**config.mk**
```make
export PLATFORM = sky130hd
export DESIGN_NAME = press_counter
export DESIGN_NICKNAME = d
export VERILOG_FILES = /design/src/rtl/press_counter.sv
export SDC_FILE = /design/constraint.sdc
export NUM_CORES = 1
export LEC_CHECK = 0
export ABC_AREA = 1
export BUFFER_PORTS_ARGS = -buffer_cell sky130_fd_sc_hd__buf_2
export CORE_UTILIZATION = 52
export CTS_CLUSTER_SIZE = 20
export DETAILED_ROUTE_END_ITERATION = 8
export PLACE_DENSITY = 0.76
export SYNTH_ARGS = -nofsm -noshare
export SYNTH_HDL_FRONTEND = slang
export SYNTH_SLANG_ARGS = --single-unit
```
**constraint.sdc**
```tcl
create_clock -name clock -period 1.4 [get_ports clock]
set_input_delay 0.14 -clock clock [delete_from_list [all_inputs] [get_ports clock]]
set_output_delay 0.14 -clock clock [all_outputs]
set_load 0.05 [all_outputs]
```
**src/rtl/press_counter.sv**
```systemverilog
`default_nettype none
// ============================================================================
//  Module      : press_counter
//  Description : BCD up/down counter driven by two debounced press detectors.
//                Each request is acknowledged with a one-cycle handshake so
//                every physical press moves the count exactly once.
//  Revision    : 1.0  initial release
// ============================================================================
module press_counter #(
    parameter int DIGITS      = 4,
    parameter int RESET_VALUE = 0
) (
    input  logic                  clock,
    input  logic                  reset,
    input  logic                  incPressed,
    input  logic                  decPressed,
    input  logic                  clear,
    output logic                  ackInc,
    output logic                  ackDec,
    output logic [4*DIGITS-1:0]   count,
    output logic                  wrapped
);

    localparam int c_W = 4 * DIGITS;

    // Binary-to-BCD conversion of the reset constant, evaluated at elaboration.
    function automatic logic [c_W-1:0] f_to_bcd(input int unsigned value);
        logic [c_W-1:0] bcd;
        int unsigned    rest;
        bcd  = '0;
        rest = value;
        for (int i = 0; i < DIGITS; i++) begin
            bcd[4*i +: 4] = 4'(rest % 10);
            rest          = rest / 10;
        end
        return bcd;
    endfunction

    localparam logic [c_W-1:0] c_RESET_BCD = f_to_bcd(RESET_VALUE);

    // Handshake states
    localparam logic [1:0] c_IDLE     = 2'd0;
    localparam logic [1:0] c_ACK      = 2'd1;
    localparam logic [1:0] c_WAIT_CLR = 2'd2;

    logic [1:0]     r_state;
    logic           r_pend_inc;
    logic           r_pend_dec;
    logic           r_ack_inc;
    logic           r_ack_dec;
    logic [c_W-1:0] r_count;
    logic           r_wrapped;

    logic [c_W-1:0] w_inc_count;
    logic           w_inc_carry;
    logic [c_W-1:0] w_dec_count;
    logic           w_dec_borrow;
    logic [c_W-1:0] w_count_nxt;
    logic           w_wrap_nxt;
    logic           w_take;
    logic           w_still_pending;

    assign w_take          = incPressed | decPressed;
    assign w_still_pending = (r_pend_inc & incPressed) | (r_pend_dec & decPressed);

    // Ripple BCD increment; the carry surviving the top digit is the wrap flag.
    // Digits at 9 or above roll to 0 so a corrupt digit can never persist.
    always_comb begin
        w_inc_count = r_count;
        w_inc_carry = 1'b1;
        for (int i = 0; i < DIGITS; i++) begin
            if (w_inc_carry) begin
                if (r_count[4*i +: 4] >= 4'd9) begin
                    w_inc_count[4*i +: 4] = 4'd0;
                end else begin
                    w_inc_count[4*i +: 4] = r_count[4*i +: 4] + 4'd1;
                    w_inc_carry           = 1'b0;
                end
            end
        end
    end

    // Ripple BCD decrement; a borrow out of the top digit is the wrap flag.
    always_comb begin
        w_dec_count  = r_count;
        w_dec_borrow = 1'b1;
        for (int i = 0; i < DIGITS; i++) begin
            if (w_dec_borrow) begin
                if (r_count[4*i +: 4] == 4'd0) begin
                    w_dec_count[4*i +: 4] = 4'd9;
                end else begin
                    w_dec_count[4*i +: 4] = (r_count[4*i +: 4] > 4'd9) ? 4'd9
                                          : r_count[4*i +: 4] - 4'd1;
                    w_dec_borrow          = 1'b0;
                end
            end
        end
    end

    // Next count: clear wins over any update; simultaneous inc+dec cancel out.
    always_comb begin
        w_count_nxt = r_count;
        w_wrap_nxt  = 1'b0;
        if (clear) begin
            w_count_nxt = c_RESET_BCD;
        end else if ((r_state == c_IDLE) && w_take) begin
            if (incPressed && !decPressed) begin
                w_count_nxt = w_inc_count;
                w_wrap_nxt  = w_inc_carry;
            end else if (decPressed && !incPressed) begin
                w_count_nxt = w_dec_count;
                w_wrap_nxt  = w_dec_borrow;
            end
        end
    end

    // Handshake FSM with registered acknowledge outputs.
    always_ff @(posedge clock or posedge reset) begin
        if (reset) begin
            r_state    <= c_IDLE;
            r_pend_inc <= 1'b0;
            r_pend_dec <= 1'b0;
            r_ack_inc  <= 1'b0;
            r_ack_dec  <= 1'b0;
        end else begin
            case (r_state)
                c_IDLE: begin
                    if (w_take) begin
                        r_state    <= c_ACK;
                        r_pend_inc <= incPressed;
                        r_pend_dec <= decPressed;
                        r_ack_inc  <= incPressed;
                        r_ack_dec  <= decPressed;
                    end
                end
                c_ACK: begin
                    r_state   <= c_WAIT_CLR;
                    r_ack_inc <= 1'b0;
                    r_ack_dec <= 1'b0;
                end
                c_WAIT_CLR: begin
                    // Stay until the detectors we acknowledged have let go.
                    if (!w_still_pending) begin
                        r_state <= c_IDLE;
                    end
                end
                default: begin
                    r_state   <= c_IDLE;
                    r_ack_inc <= 1'b0;
                    r_ack_dec <= 1'b0;
                end
            endcase
        end
    end

    // Count and wrap registers.
    always_ff @(posedge clock or posedge reset) begin
        if (reset) begin
            r_count   <= c_RESET_BCD;
            r_wrapped <= 1'b0;
        end else begin
            r_count   <= w_count_nxt;
            r_wrapped <= w_wrap_nxt;
        end
    end

    assign ackInc  = r_ack_inc;
    assign ackDec  = r_ack_dec;
    assign count   = r_count;
    assign wrapped = r_wrapped;

endmodule
`default_nettype wire

```
==> results of run 1 <==
## worst max-delay path by stage
stage,cells after the start,to,startpoint
6_report,11,count[14]$_DFFE_PP0P_,count[1]$_DFFE_PP0P_
5_1_grt,11,count[7]$_DFFE_PP0P_,count[4]$_DFFE_PP0P_
4_1_cts,9,count[8]$_DFFE_PP0P_,count[5]$_DFFE_PP0P_
3_5_place_dp,10,count[7]$_DFFE_PP0P_,count[1]$_DFFE_PP0P_
3_3_place_gp,7,wrapped$_DFF_PP0_,count[13]$_DFFE_PP0P_
2_1_floorplan,10,count[15]$_DFFE_PP0P_,count[4]$_DFFE_PP0P_
## metrics by stage
step | instance area [um2] | TNS [ns] | util (%) | std cells | setup WS (ns)
finish | 2740 | -1.46 | 80.1 | 383 | -0.154
global route | 2740 | -2.65 | 80.1 | 383 | -0.244
CTS | 2490 | -0.111 | 72.8 | 374 | -0.0195
detailed placement | 2340 | -0.302 | 68.6 | 367 | -0.0542
global placement | 2340 | -0.0525 | 68.6 | 367 | -0.0246
floorplan | 2020 | -1.75 | - | 278 | -0.130
## kinds of logic (layout without fill, tap and decap cells)
family	after synthesis	count (layout)	synth area share [%]
buffers and inverters	40	99	8.73
xor gates and xnor gates	5	5	2.30
AOI/OAI and AO/OA	30	30	8.34
and+or+nand+nor	167	167	41.9
DFF	23	23	30.2
adders and majority gates	13	13	8.54
## tightest hold or removal path: stages
cell and delay, ns:
buf_2 0.16, nand3_1 0.11, a21oi_2 0.06
## timing repair
item,CTS,global route
hold buffers,1,0
setup endpoints to repair,16,17
setup buffers,2,9
gates resized for setup,24,47
hold endpoints to repair,23,0
pin swaps,12,18
## sequential cells by signal (all words and copies together) (netlist names)
name and flops:
ackDec 1, ackInc 1, count 16, r_pend_dec 1, r_pend_inc 1, r_state 2, wrapped 1
## routing by layer
metal  vias to the layer above  GRT usage, %
met4                         0          9.88
met5                         -             0
met2                       105          44.2
met3                        39          2.19
li1                       1018             -
met1                       993          36.7
## cells in the final DEF, fill, tap and decap left out, types with 2 or more instances in the layout
master	synthesis	routed
o21ai_1	6	8
nand2_1	85	65
nor2_2	4	5
dfrtp_2	0	14
nor2_1	17	13
buf_4	1	33
nand3_4	2	7
nand2_4	2	11
o21ai_2	0	3
buf_6	0	2
inv_4	0	4
clkbuf_4	0	3
ha_1	13	5
nand2_2	3	13
inv_2	7	12
nand4_1	4	4
o21ai_0	15	10
xor2_1	4	3
ha_4	0	7
nand3_2	1	7
nand3_1	42	31
a21oi_1	5	4
nand3b_1	2	2
inv_1	29	18
nor2_4	2	5
dfrtp_1	23	9
o211ai_1	2	2
buf_2	2	23
## cells in the mapped netlist (4+ instances only)
| cell | number |
|---|---|
| a21oi_1 | 5 |
| o21ai_0 | 15 |
| nor2_2 | 4 |
| nand2_1 | 85 |
| xor2_1 | 4 |
| dfrtp_1 | 23 |
| nor2_1 | 17 |
| nand4_1 | 4 |
| nand3_1 | 42 |
| inv_1 | 29 |
| o21ai_1 | 6 |
| ha_1 | 13 |
| inv_2 | 7 |
## layout make-up
class                      count  area [um2]
tap                           46        57.6
inverter                      36         158
multi-input combinational    215        1510
fill                         245         678
sequential                    23         593
timing repair buffer          59         395
clock buffer                   4        26.3
## power groups by stage
stage               clock network, uW  logic, uW  registers, uW
floorplan                           0       2120           1970
global placement                    0       3860           1230
detailed placement                  0       3920           1240
CTS                               326       4140           1260
global route                      362       5350           1340
finish                            334       4950           1290
==> impl_metrics.env, run 1 <==
export IMPL_status="finished with violations"
export IMPL_violations="setup timing"
export IMPL_rsz0062_at_grt="yes"
export IMPL_crit_path_start_kind="register"
export IMPL_antenna_found_initial=0
export IMPL_dr_max_layer_used="met4"
export IMPL_start_util_pct=55.8
export IMPL_crit_chain="clkinv_4 > ha_4 > nand2_4 > nand2_4 > nand2_8 > nand3_4 > nand2_4 > inv_1 > nor2_2 > nand2_1 > nand2_1"
export IMPL_worstSetupPathType="reg -> reg"
export IMPL_yosysSeqAreaShare_pct=30.2
export IMPL_synth_top_cell_by_area="dfrtp_1"
export IMPL_p_clk_share_pct=5.1
export IMPL_num_rows=21
export IMPL_fp_dieH_um=62.5
export IMPL_hpwlAfterDp_um=3420
export IMPL_drt_vias_per_instance=5.63
export IMPL_routedWlPerCell_um=15.7
export IMPL_grt_pass1_wl_um=8510
export IMPL_fin_ws_ns=-0.154
export IMPL_crit_path_frequent_cell="nand2_4"
export IMPL_drv_slew=0
export IMPL_crit_buf_inv=2
export IMPL_p_sw_uw=3710
export IMPL_insertion_delay_ns=0.33
export IMPL_wl_met1_um=2470
export IMPL_setup_viol=17
export IMPL_seqPwrFrac_pct=19.6
export IMPL_gp_congestion=0.857
export IMPL_period_share_pct=111
export IMPL_path_max_fanout=4
export IMPL_skew_ns=0.00247
export IMPL_drtAntennaViolNets=0
export IMPL_cts_tree="built"
export IMPL_cts_buffers=3
export IMPL_yosys_area_top_type_share_pct=30.2
export IMPL_p_int_uw=2870
export IMPL_die_w_um=62.5
export IMPL_netlist_area_um2=1910
export IMPL_ys_types=29
export IMPL_drt_total_wl_um=6030
export IMPL_finalHoldViolCount=0
export IMPL_r2r_end="count[14]$_DFFE_PP0P_"
export IMPL_holdPathStages=3
export IMPL_ioPinCount=24
export IMPL_clk_pin_slew_worst_paths_ns=0.13
export IMPL_syn_nets=296
export IMPL_port_buffers=23
export IMPL_avgSynthCellArea_um2=6.85
export IMPL_tightest_slew_ns=0.418
export IMPL_cts_root_buffer="clkbuf_4"
export IMPL_peakVddDrop_v=0.00149
export IMPL_drt_initial_drc_count=128
export IMPL_htree_levels=1
export IMPL_rr_worst_depth=11
export IMPL_hold_start="decPressed"
export IMPL_cp_top_family="simple AND/OR/NAND/NOR gates"
export IMPL_hp_class="in -> reg"
export IMPL_slowest_stage="dfrtp_2"
export IMPL_detailroute_wirelength_met2_um=2860
export IMPL_whs_endpoint="wrapped$_DFF_PP0_"
export IMPL_period_needed_ns=1.55
export IMPL_synth_ff_type="dfrtp_1"
export IMPL_ys_warn_count=0
export IMPL_drive_above_1_share_pct=46.6
export IMPL_dieArea_um2=3910
export IMPL_hold_slack_ns=0.157
export IMPL_powerDensity_nw_per_um2=2400
export IMPL_arrival_ns=1.83
export IMPL_final_nets=356
export IMPL_r2r_start="count[1]$_DFFE_PP0P_"
export IMPL_detail_route_first_pass_iterations=4
export IMPL_total_power_uw=6580
export IMPL_switching_share_pct=56.3
export IMPL_synthTopCellsByArea="dfrtp_1 (30%), nand2_1 (17%), nand3_1 (11%), ha_1 (8.5%), inv_1 (5.7%)"
export IMPL_drc=0
export IMPL_grt_max_degree=24
export IMPL_grt_overflow_total=0
export IMPL_synth_edf_count=0
export IMPL_num_antenna_cells=0
export IMPL_cp_required_ns=1.68
export IMPL_vias=2155
export IMPL_p_leak_uw=0.00136
export IMPL_grt_pass1_vias=1936
export IMPL_slew_headroom_pct=72.1
export IMPL_area_growth_pct=43.7
export IMPL_cp_end_kind="register"
export IMPL_clock_sink_count=23
export IMPL_maxCapViolations=0
export IMPL_cts_buffer_depth=2
export IMPL_netlist_instances=278
export IMPL_core_area_um2=3420
export IMPL_r2r_setup_slack_ns=-0.15
export IMPL_cpPeakStageDelay_ns=0.42
export IMPL_grt_total_usage_pct=26.8
export IMPL_route_met3_wl_um=383
export IMPL_ys_ff_latch=23
export IMPL_fmax_mhz=643
export IMPL_combPwrFrac_pct=75.3
export IMPL_async_flop_share_pct=100
Power figures use the tool's default switching activity.
==> inputs of run 2 (changes only) <==
==> constraint.sdc (replaced) <==
create_clock -name clock -period 1.3 [get_ports clock]
set_input_delay 0.13 -clock clock [delete_from_list [all_inputs] [get_ports clock]]
set_output_delay 0.13 -clock clock [all_outputs]
set_load 0.05 [all_outputs]
==> run 2 against run 1 <==
Net effect:
- highest routed layer unchanged
- maximum frequency up 4.8%
- critical path depth shrank 4
- largest cell class unchanged
- die area stayed put
- the run still ends with setup timing left
- largest power group unchanged
- setup slack worse by 0.029 ns
- critical endpoint is now count[6]$_DFFE_PP0P_
==> impl_metrics.env, run 2 (synthesized netlist as in run 1, its figures left out) <==
export IMPL_tightest_slew_ns=0.447
export IMPL_finalHoldViolCount=0
export IMPL_fmax_mhz=674
export IMPL_num_antenna_cells=0
export IMPL_drive_above_1_share_pct=49.3
export IMPL_fp_dieH_um=62.5
export IMPL_seqPwrFrac_pct=18.3
export IMPL_final_nets=370
export IMPL_drt_vias_per_instance=5.54
export IMPL_insertion_delay_ns=0.34
export IMPL_status="finished with violations"
export IMPL_postLayoutCoreUtil_pct=84.4
export IMPL_combPwrFrac_pct=76.7
export IMPL_clock_sink_count=23
export IMPL_gp_congestion=0.957
export IMPL_p_clk_share_pct=5.1
export IMPL_core_area_um2=3420
export IMPL_vias=2199
export IMPL_path_max_fanout=5
export IMPL_grt_pass1_wl_um=9000
export IMPL_nFillCells=197
export IMPL_grt_overflow_total=0
export IMPL_grt_pass1_vias=1992
export IMPL_cts_buffers=3
export IMPL_total_power_uw=7430
export IMPL_cp_required_ns=1.59
export IMPL_period_share_pct=114
export IMPL_port_buffers=23
export IMPL_htree_levels=1
export IMPL_p_leak_uw=0.00143
export IMPL_cts_tree="built"
export IMPL_num_rows=21
export IMPL_largest_reg_flops=16
export IMPL_place_ws_ns=-0.208
export IMPL_drt_initial_drc_count=171
export IMPL_maxCapViolations=0
export IMPL_drc=0
export IMPL_p_sw_uw=4020
export IMPL_hpwlAfterDp_um=3610
export IMPL_arrival_ns=1.77
export IMPL_rsz0062_at_grt="yes"
export IMPL_drv_slew=0
export IMPL_final_cell_mix="nand2_1 (64), buf_4 (47), nand3_1 (31)"
export IMPL_cts_buffer_depth=2
export IMPL_period_needed_ns=1.48
export IMPL_area_growth_pct=51.3
export IMPL_die_w_um=62.5
export IMPL_grt_total_usage_pct=28.7
export IMPL_worstSetupPathType="reg -> reg"
export IMPL_drt_total_wl_um=5940
export IMPL_peakVddDrop_v=0.00155
export IMPL_antenna_found_initial=0
export IMPL_crit_path_start_kind="register"
export IMPL_powerDensity_nw_per_um2=2580
export IMPL_ioPinCount=24
export IMPL_fin_ws_ns=-0.183
export IMPL_violations="setup timing"
export IMPL_layout_commonest_cell="nand2_1"
export IMPL_p_int_uw=3410
export IMPL_switching_share_pct=54.1
export IMPL_skew_ns=0.0111
export IMPL_detail_route_first_pass_iterations=5
export IMPL_routedWlPerCell_um=15.0
export IMPL_cts_root_buffer="clkbuf_4"
export IMPL_multi_input_area_um2=1500
export IMPL_dieArea_um2=3910
export IMPL_seqCellArea_um2=593
export IMPL_drtAntennaViolNets=0
export IMPL_setup_viol=19
export IMPL_grt_max_degree=24
export IMPL_start_util_pct=55.8
export IMPL_hp_class="in -> reg"
export IMPL_slew_headroom_pct=70.2
export IMPL_cp_end_kind="register"
export IMPL_hold_slack_ns=0.117
export IMPL_clk_pin_slew_worst_paths_ns=0.15
run 2: changes by cell type in the layout (fill, tap and decap cells not counted), sizes merged:
cell	delta
buf	+13
clkinvlp	+1
run 2: path summary, 6_finish.rpt:
| check | from | endpoint | slack, ns | depth (start not counted) |
|---|---|---|---|---|
| worst max-delay path | count[4]$_DFFE_PP0P_ | count[6]$_DFFE_PP0P_ | -0.18 | 7 |
| min in group asynchronous | reset | r_state[1]$_DFFE_PP0P_ | 0.34 | 4 |
| worst max register to register | count[4]$_DFFE_PP0P_ | count[6]$_DFFE_PP0P_ | -0.18 | 7 |
| max in group asynchronous | reset | count[12]$_DFFE_PP0P_ | 0.69 | 4 |
| worst min register to register | r_state[1]$_DFFE_PP0P_ | r_state[1]$_DFFE_PP0P_ | 0.54 | 1 |
| worst min-delay path | decPressed | wrapped$_DFF_PP0_ | 0.12 | 3 |
run 2: cell type report:
type / count / share of cell area, %
well taps: 46 / 2.00
flip-flops and latches: 23 / 20.6
inverters: 36 / 5.29
multi-input cells: 215 / 51.9
clock inverters: 1 / 0.260
clock buffers: 3 / 0.781
repair buffers: 73 / 19.2
run 2: power by group through the flow:
| stage | registers (uW) | logic [uW] | clock network (uW) |
|---|---|---|---|
| after CTS | 1320 | 5000 | 371 |
| final | 1360 | 5700 | 377 |
| after global placement | 1290 | 4410 | 0 |
| after global routing | 1390 | 6160 | 401 |
| after detailed placement | 1300 | 4500 | 0 |
| after floorplan | 2120 | 2280 | 0 |
run 2: worst max-delay path: stages (launching register included):
cell	delay (ns)
dfrtp_2	0.45
buf_4	0.15
ha_4	0.15
nand3_2	0.10
nand2_4	0.09
o31ai_1	0.34
nand2_1	0.09
nand2_1	0.07
run 2: repair_timing:
action / in CTS / in global routing
buffers inserted: 7 / 5
hold buffers: 1 / 0
resized for setup: 41 / 46
setup endpoints to repair: 20 / 22
pin swaps: 21 / 19
hold endpoints to repair: 23 / 0
run 2: per-layer routing:
metal	vias up	GRT usage [%]	share of wire, %
li1	1047	-	-
met1	1019	37.6	42
met2	104	50.1	48
met3	29	1.82	5.4
met4	0	9.59	4.7
met5	-	0	0
run 2: stage by stage:
stage / area (um2) / TNS, ns / cells
detailed placement: 2450 / -2.51 / 381
global placement: 2450 / -1.46 / 381
finish: 2880 / -2.64 / 397
floorplan: 2020 / -3.45 / 278
CTS: 2690 / -1.90 / 393
global route: 2880 / -3.84 / 397
==> inputs of run 3 (changes only) <==
--- a/config.mk
+++ b/config.mk
@@ -8,6 +8,7 @@
 export ABC_AREA = 1
 export BUFFER_PORTS_ARGS = -buffer_cell sky130_fd_sc_hd__buf_2
 export CORE_UTILIZATION = 52
+export CTS_BUF_LIST = sky130_fd_sc_hd__clkbuf_16
 export CTS_CLUSTER_SIZE = 20
 export DETAILED_ROUTE_END_ITERATION = 8
 export PLACE_DENSITY = 0.76
==> run 3 against run 2 <==
Net effect:
- the run still ends with setup timing left
- clock skew down 0.0052 ns
- first-iteration DRC count increased by 16%
- die area is the same
- via count increased by 2.6%
==> impl_metrics.env, run 3 (synthesized netlist as in run 1, its figures left out) <==
export IMPL_status="finished with violations"
export IMPL_violations="setup timing"
export IMPL_fin_ws_ns=-0.267
export IMPL_maxCapViolations=0
export IMPL_drtAntennaViolNets=0
export IMPL_start_util_pct=55.8
export IMPL_total_power_uw=7750
export IMPL_powerDensity_nw_per_um2=2670
export IMPL_core_area_um2=3420
export IMPL_drt_initial_drc_count=199
export IMPL_port_buffers=23
export IMPL_cpPeakStageDelay_ns=0.43
export IMPL_drc=0
export IMPL_drv_slew=0
export IMPL_hpwlAfterDp_um=3610
export IMPL_area_growth_pct=52.4
export IMPL_cp_required_ns=1.45
export IMPL_cp_end_kind="register"
export IMPL_detail_route_first_pass_iterations=4
export IMPL_cts_buffer_depth=2
export IMPL_finalHoldViolCount=0
export IMPL_dp_cells=381
export IMPL_fp_dieH_um=62.5
export IMPL_num_rows=21
export IMPL_routedWlPerCell_um=16.2
export IMPL_cts_root_buffer="clkbuf_16"
export IMPL_skew_ns=0.00592
export IMPL_slowest_stage="dfrtp_2"
export IMPL_clk_pin_slew_worst_paths_ns=0.07
export IMPL_grt_total_usage_pct=29.4
export IMPL_ioPinCount=24
export IMPL_arrival_ns=1.71
export IMPL_num_antenna_cells=0
export IMPL_drt_vias_per_instance=5.68
export IMPL_p_leak_uw=0.00144
export IMPL_crit_path_start_kind="register"
export IMPL_drt_total_wl_um=6420
export IMPL_dieArea_um2=3910
export IMPL_drive_above_1_share_pct=49.0
export IMPL_placed_area_um2=2450
export IMPL_tightest_slew_ns=0.462
export IMPL_cts_buffers=3
export IMPL_grt_pass1_vias=2007
export IMPL_crit_path_frequent_cell="nand2_1"
export IMPL_vias=2256
export IMPL_cts_tree="built"
export IMPL_grt_overflow_total=0
export IMPL_grt_pass1_wl_um=9170
export IMPL_layout_commonest_cell="nand2_1"
export IMPL_insertion_delay_ns=0.26
export IMPL_peakVddDrop_v=0.00162
export IMPL_antenna_found_initial=0
export IMPL_final_area_um2=2900
export IMPL_rsz0062_at_grt="yes"
export IMPL_worstSetupPathType="reg -> reg"
export IMPL_largest_reg_flops=16
export IMPL_setup_viol=19
export IMPL_grt_max_degree=24
export IMPL_path_max_fanout=8
export IMPL_slew_headroom_pct=69.1
export IMPL_final_nets=370
export IMPL_die_w_um=62.5
export IMPL_period_share_pct=121
export IMPL_htree_levels=1
export IMPL_period_needed_ns=1.57
export IMPL_final_cells=397
export IMPL_fmax_mhz=638
export IMPL_gp_congestion=0.957
export IMPL_hp_class="in -> reg"
export IMPL_crit_chain="inv_4 > ha_4 > nand2_4 > nor2_4 > nand2_1 > nand2_2 > nand3_4 > nand2_1 > o21ai_1"
export IMPL_final_cell_mix="nand2_1 (59), buf_4 (48), nand3_1 (33)"
export IMPL_clock_sink_count=23
==> run 3: report_power, final <==
part	switching [uW]	internal (uW)	total [uW]
logic	3540	2160	5710
registers	319	1030	1350
clock network	276	418	694
total	4140	3610	7750
==> run 3: metrics by stage <==
| step | setup TNS [ns] | worst slack [ns] | hold slack, ns | utilization, % |
|---|---|---|---|---|
| 4_1_cts | -1.72 | -0.136 | 0.203 | 78.8 |
| 3_3_place_gp | -1.46 | -0.128 | 0.184 | 71.7 |
| 3_5_place_dp | -2.51 | -0.208 | 0.190 | 71.7 |
| 6_report | -3.30 | -0.267 | 0.221 | 85.0 |
| 5_1_grt | -4.28 | -0.317 | 0.235 | 85.0 |
| 2_1_floorplan | -3.45 | -0.230 | 0.131 | - |
==> run 3: final timing paths <==
| check | slack [ns] | endpoint | startpoint | cells after the start |
|---|---|---|---|---|
| min reg2reg | 0.50 | r_state[1]$_DFFE_PP0P_ | r_state[1]$_DFFE_PP0P_ | 1 |
| max | -0.27 | count[8]$_DFFE_PP0P_ | count[5]$_DFFE_PP0P_ | 9 |
| max reg2reg | -0.27 | count[8]$_DFFE_PP0P_ | count[5]$_DFFE_PP0P_ | 9 |
| min in group asynchronous | 0.47 | r_state[1]$_DFFE_PP0P_ | reset | 4 |
| min | 0.22 | wrapped$_DFF_PP0_ | decPressed | 3 |
| max in group asynchronous | 0.57 | count[13]$_DFFE_PP0P_ | reset | 4 |
==> run 3: final cells by class <==
| cell class | count | area [um2] |
|---|---|---|
| Multi-Input combinational cell | 215 | 1520 |
| Sequential cell | 23 | 592 |
| Fill cell | 192 | 512 |
| Timing Repair Buffer | 73 | 503 |
| Inverter | 36 | 153 |
| Clock buffer | 3 | 75.1 |
| Tap cell | 46 | 57.6 |
| Clock inverter | 1 | 7.51 |
==> run 3: worst max-delay path: cells and delay by family, from the launching register on <==
family | cells | cell delay, ns
AND/OR/NAND/NOR | 6 | 0.71
flip-flops | 1 | 0.43
adder cells (fa/ha/maj) | 1 | 0.15
buffers and inverters | 1 | 0.09
AO/OA/AOI/OAI | 1 | 0.07
==> run 3: metal layers <==
metal,share of wire (%),routed length (um),global-route usage (%),up-vias
li1,-,-,-,1054
met1,40,2550,37.9,1047
met2,49,3160,50.5,125
met3,6.6,422,3.10,30
met4,4.5,289,10.5,0
met5,0,0,0,-
==> run 3: repair_timing <==
action,CTS,global route
setup buffers,6,5
hold endpoints to repair,23,0
setup endpoints to repair,17,19
hold buffers,1,0
cloned,0,0
gates resized for setup,27,48
pin swaps,25,24
